## src/rtl/multicycle_alu.sv

```systemverilog
// Multicycle ALU: single-cycle logic/arith/shift ops and a DATA_W-cycle radix-2
// shift-add multiplier, with a valid/ready handshake on both sides.
module multicycle_alu #(
  parameter int DATA_W  = 32,
  parameter int SHAMT_W = 5
) (
  input  logic              clk,
  input  logic              arst_n,
  input  logic              in_valid,
  output logic              in_ready,
  input  logic [3:0]        alu_control,
  input  logic [DATA_W-1:0] alu_in_0,
  input  logic [DATA_W-1:0] alu_in_1,
  output logic              out_valid,
  input  logic              out_ready,
  output logic [DATA_W-1:0] alu_out,
  output logic              zero,
  output logic              busy
);

  typedef enum logic [0:0] {
    IDLE    = 1'b0,
    MUL_RUN = 1'b1
  } state_t;

  localparam logic [3:0] OP_AND = 4'd0;
  localparam logic [3:0] OP_OR  = 4'd1;
  localparam logic [3:0] OP_ADD = 4'd2;
  localparam logic [3:0] OP_SLL = 4'd3;
  localparam logic [3:0] OP_SRL = 4'd4;
  localparam logic [3:0] OP_SUB = 4'd6;
  localparam logic [3:0] OP_SLT = 4'd7;
  localparam logic [3:0] OP_MUL = 4'd8;

  localparam logic [SHAMT_W-1:0] LAST_STEP = SHAMT_W'(DATA_W - 1);

  state_t              state_r;
  logic [SHAMT_W-1:0]  cnt_r;
  logic [DATA_W-1:0]   mcand_r;
  logic [DATA_W-1:0]   mplier_r;
  logic [DATA_W-1:0]   acc_r;
  logic [DATA_W-1:0]   result_s;
  logic [DATA_W-1:0]   step_acc_s;
  logic                accept_s;

  assign in_ready = (state_r == IDLE) && (!out_valid || out_ready);
  assign accept_s = in_valid && in_ready;
  assign busy     = (state_r == MUL_RUN);

  // Single-cycle result for every opcode except MUL; unused codes yield zero
  always_comb begin
    result_s = '0;
    case (alu_control)
      OP_AND:  result_s = alu_in_0 & alu_in_1;
      OP_OR:   result_s = alu_in_0 | alu_in_1;
      OP_ADD:  result_s = alu_in_0 + alu_in_1;
      OP_SLL:  result_s = alu_in_0 << alu_in_1[SHAMT_W-1:0];
      OP_SRL:  result_s = alu_in_0 >> alu_in_1[SHAMT_W-1:0];
      OP_SUB:  result_s = alu_in_0 - alu_in_1;
      OP_SLT:  result_s = {{(DATA_W-1){1'b0}}, ($signed(alu_in_0) < $signed(alu_in_1))};
      default: result_s = '0;
    endcase
  end

  // One shift-add step: add the shifted multiplicand when the current multiplier bit is set
  always_comb begin
    step_acc_s = acc_r;
    if (mplier_r[0]) begin
      step_acc_s = acc_r + mcand_r;
    end else begin
      step_acc_s = acc_r;
    end
  end

  // Control FSM together with the multiplier datapath and the result register
  always_ff @(posedge clk or negedge arst_n) begin
    if (!arst_n) begin
      state_r   <= IDLE;
      cnt_r     <= '0;
      mcand_r   <= '0;
      mplier_r  <= '0;
      acc_r     <= '0;
      out_valid <= 1'b0;
      alu_out   <= '0;
      zero      <= 1'b1;
    end else begin
      case (state_r)
        IDLE: begin
          if (accept_s && (alu_control == OP_MUL)) begin
            mcand_r  <= alu_in_0;
            mplier_r <= alu_in_1;
            acc_r    <= '0;
            cnt_r    <= '0;
            state_r  <= MUL_RUN;
            if (out_ready) begin
              out_valid <= 1'b0;
            end
          end else if (accept_s) begin
            alu_out   <= result_s;
            zero      <= (result_s == '0);
            out_valid <= 1'b1;
          end else if (out_ready) begin
            out_valid <= 1'b0;
          end
        end
        MUL_RUN: begin
          acc_r    <= step_acc_s;
          mcand_r  <= {mcand_r[DATA_W-2:0], 1'b0};
          mplier_r <= {1'b0, mplier_r[DATA_W-1:1]};
          if (cnt_r == LAST_STEP) begin
            // Final step: step_acc_s already holds the low half of the product
            alu_out   <= step_acc_s;
            zero      <= (step_acc_s == '0);
            out_valid <= 1'b1;
            cnt_r     <= '0;
            state_r   <= IDLE;
          end else begin
            cnt_r <= cnt_r + SHAMT_W'(1);
            if (out_ready) begin
              out_valid <= 1'b0;
            end
          end
        end
        default: begin
          state_r <= IDLE;
          cnt_r   <= '0;
        end
      endcase
    end
  end

endmodule

```

## config.mk

```make
export PLATFORM = sky130hd
export DESIGN_NAME = multicycle_alu
export DESIGN_NICKNAME = d
export VERILOG_FILES = /design/src/rtl/multicycle_alu.sv
export SDC_FILE = /design/constraint.sdc
export NUM_CORES = 1
export LEC_CHECK = 0
export ABC_AREA = 1
export CAP_MARGIN = 10
export CORE_MARGIN = 5
export CORE_UTILIZATION = 38
export CTS_BUF_LIST = sky130_fd_sc_hd__clkbuf_16
export DETAILED_ROUTE_END_ITERATION = 7
export GPL_ROUTABILITY_DRIVEN = 0
export HOLD_SLACK_MARGIN = 0.05
export SLEW_MARGIN = 20
export SYNTH_ARGS = -nofsm -noshare
export SYNTH_HDL_FRONTEND = slang
export SYNTH_SLANG_ARGS = --single-unit
export TNS_END_PERCENT = 20
```

## constraint.sdc

```tcl
create_clock -name clk -period 5.1 [get_ports clk]
set_input_delay 0.765 -clock clk [delete_from_list [all_inputs] [get_ports clk]]
set_output_delay 0.765 -clock clk [all_outputs]
set_load 0.005 [all_outputs]
```

==> flow_summary.ini <==
[cts]
clk_path_buf_depth = 2
clk_pin_slew_ns = 0.07
cts_setup_buffers = 0
post_cts_resized = 0
numCtsBuffers = 17
htree_levels = 4
clock-root-buffer = clkbuf_16
cts_tree = done
clock_latency_ns = 0.48
hold_buffers = 0
clock_sinks = 136

[timing]
rsz0062_at_grt = false
worst_pin_slew_ns = 0.8652
finalHoldViolCount = 0
period_share_pct = 81.03
finalSetupTns_ns = 0
fin_ws_ns = 0.9675
finalClockSkew_ns = 0.01396
period_minus_slack_ns = 4.133
max_freq_ghz = 0.2420
maxSlewHeadroom_pct = 41.87
drv_slew = 0
setup_viol = 0

[global_routing]
grt_pass1_wl_um = 127300
overflow = 0
antenna_found_initial = 2
grt_pass1_vias = 21230
grt_use_total_pct = 31.42
grt_max_degree = 74

[power]
vdd_drop_max_v = 0.0002376
seqPwrFrac_pct = 21.4
switchingPower_uw = 4898
p_int_uw = 4196
leakage_uw = 0.01086
sw_frac_of_total_pct = 53.86
p_comb_share_pct = 65.3
pwr-share-clk_pct = 13.3
p_per_area_nw_per_um2 = 443.3
p_total_uw = 9094

[placed_design]
port_buffers = 107
hpwlAfterDp_um = 68860
pre_cts_ws_ns = 0.7201

[synth]
yosysUniqueCellTypes = 55
ys_seq_elements = 136
avgSynthCellArea_um2 = 5.750
ys_seq_area_share_pct = 18.57
synth_edf_count = 0
ys_async_sr_fraction_pct = 100.0
synthesis.instances = 3188
yosysWarnings = 0
syn_nets = 3396
ys.flop_type = dfrtp_1
synth.cell_area_um2 = 18330

[drt]
drc = 0
ant_nets = 0
avgViaCountPerCell = 5.878
drt_first_iter_violations = 3383
dr.pass1.iters = 8
wl_um = 85940
wl_per_cell_um = 22.18
route.vias.total = 22780

[die]
initial_core_util_pct = 38.40
rows = 80
io_pins = 108
die_h_um = 229.6
die-area_um2 = 52740
fp.dieW_um = 229.6
core_area_um2 = 47750

[worst_setup_path]
cp-start-kind = input pin
timing.critical_path.fanout_max = 9
path_cells = clkdlybuf4s50_1, inv_1, ha_1, nand2_1, nor2_1, inv_1, nor2_1, nand3_1, nand3_1, nand2_1, nand3_1, nand3_1, nor2_1, nand2_1, nor3_1, nand2_1, nand2_1, nand2_1, nand2_1
crit_path_top_delay_cell = clkdlybuf4s50_1
critPathMostFrequentCell = nand2_1
required_ns = 5.53
worstSetupEndpointType = flop
arrival_ns = 4.56
slowest_delay_ns = 0.58
critical_path_class = in2reg

[min_path]
hold_class = in2async

[layout]
layout.nets = 3453
drive_above_1_share_pct = 5.709
syn_to_final_growth_pct = 11.90
final_util_pct = 42.97

[status]
status = complete, no violations

[run]
drv_cap = 0
per-layer routing:
metal	GRT usage, %	share of wire [%]	vias up
met1	39.08	37	10480
li1	-	-	10420
met4	18.44	7.0	0
met2	49.15	43	1546
met5	0	0	-
met3	8.125	12	324
synth_stat cells (all sizes together) (6+ instances only):
cell | n | area share [%]
nand4 | 42 | 1.4
nand3 | 558 | 16
ha | 133 | 9.1
nand2 | 954 | 21
and3 | 9 | 0.31
o21ai | 98 | 2.7
buf | 88 | 2.9
o21a | 12 | 0.49
clkbuf | 42 | 0.90
a21oi | 109 | 3.0
dfrtp | 135 | 18
a221oi | 17 | 0.81
and2 | 10 | 0.34
o22ai | 74 | 2.5
a21boi | 7 | 0.29
nor2 | 331 | 7.1
or2 | 8 | 0.27
nor3 | 23 | 0.63
a2bb2oi | 6 | 0.29
o211ai | 12 | 0.49
o21bai | 13 | 0.53
nand3b | 9 | 0.37
inv | 474 | 9.7
per-stage QoR:
step | cells | hold WS, ns | instance area (um^2)
floorplan | 3188 | 0.4539 | 18330
global placement | 3841 | 0.4687 | 19960
detailed placement | 3841 | 0.4737 | 19960
CTS | 3873 | 0.2662 | 20510
global route | 3873 | 0.3066 | 20510
finish | 3875 | 0.2465 | 20510
state kept, by name (all words and copies together) (netlist names):
register and count:
out_valid 1, mcand_r 32, zero 1, acc_r 32
mplier_r 32, cnt_r 5, alu_out 32, busy 1
path summary, 6_finish.rpt:
kind / start / to / slack, ns / depth (start not counted)
hold / removal: arst_n / acc_r[29] / 0.25 / 1
setup reg to reg: mcand_r[0] / zero / 1.88 / 19
max in group asynchronous: arst_n / mplier_r[13] / 3.82 / 2
hold reg to reg: alu_out[22] / alu_out[22] / 0.49 / 2
min in group clk: alu_out[22] / alu_out[22] / 0.49 / 2
setup / recovery: alu_in_0[13] / zero / 0.97 / 19
logic make-up (layout without fill, tap and decap cells):
kind of cell / after synthesis / after routing / share of synthesized area, %
buffers and inverters: 606 / 676 / 13.54
and+or+nand+nor: 1945 / 1945 / 46.61
xor gates and xnor gates: 5 / 5 / 0.2389
DFF: 136 / 136 / 18.57
other: 0 / 2 / 0
adders and majority gates: 136 / 136 / 9.405
AOI/OAI and AO/OA: 360 / 360 / 11.64
worst max-delay path, delay by kind of cell:
kind,cells,cell delay (ns)
adders and majority gates,1,0.56
buffers and inverters,3,0.88
and+or+nand+nor,15,2.33
area by class of cell:
cell class              count  area (um^2)
diodes                      2        5.005
clock buffers              17        425.4
clock inverters            15        127.6
fillers                  5159        27230
inverters                 476         1794
multi-input cells        2446        12460
flip-flops and latches    136         3406
well taps                 615        769.5
repair buffers            168         1528
power by group through the flow:
| stage | registers, uW | logic [uW] | clock network (uW) |
|---|---|---|---|
| detailed placement | 1950 | 5770 | 0 |
| finish | 1950 | 5940 | 1210 |
| CTS | 1940 | 5800 | 1260 |
| global route | 2000 | 6540 | 1290 |
| floorplan | 1790 | 3940 | 0 |
| global placement | 1940 | 5720 | 0 |
layout by cell type, fill, tap and decap left out, types with 5 or more instances in the layout:
cell,n
o21ai_1,5
o211ai_1,12
a21oi_1,107
and3_1,9
inv_1,462
o21bai_1,13
o22ai_1,74
nand2_4,20
a21boi_0,7
o21ai_0,91
and2_1,9
nor2_1,315
o21a_1,12
nand3_2,16
a2bb2oi_1,6
a221oi_1,17
nand2_2,11
clkdlybuf4s50_1,103
dfrtp_1,134
ha_1,133
inv_2,11
nand3b_1,9
nand2_1,923
or2_2,7
buf_4,60
nor3_1,23
clkbuf_16,17
nand4_1,42
nor2_2,12
nand3_1,542
No activity file was read; power rests on OpenSTA's default activity.
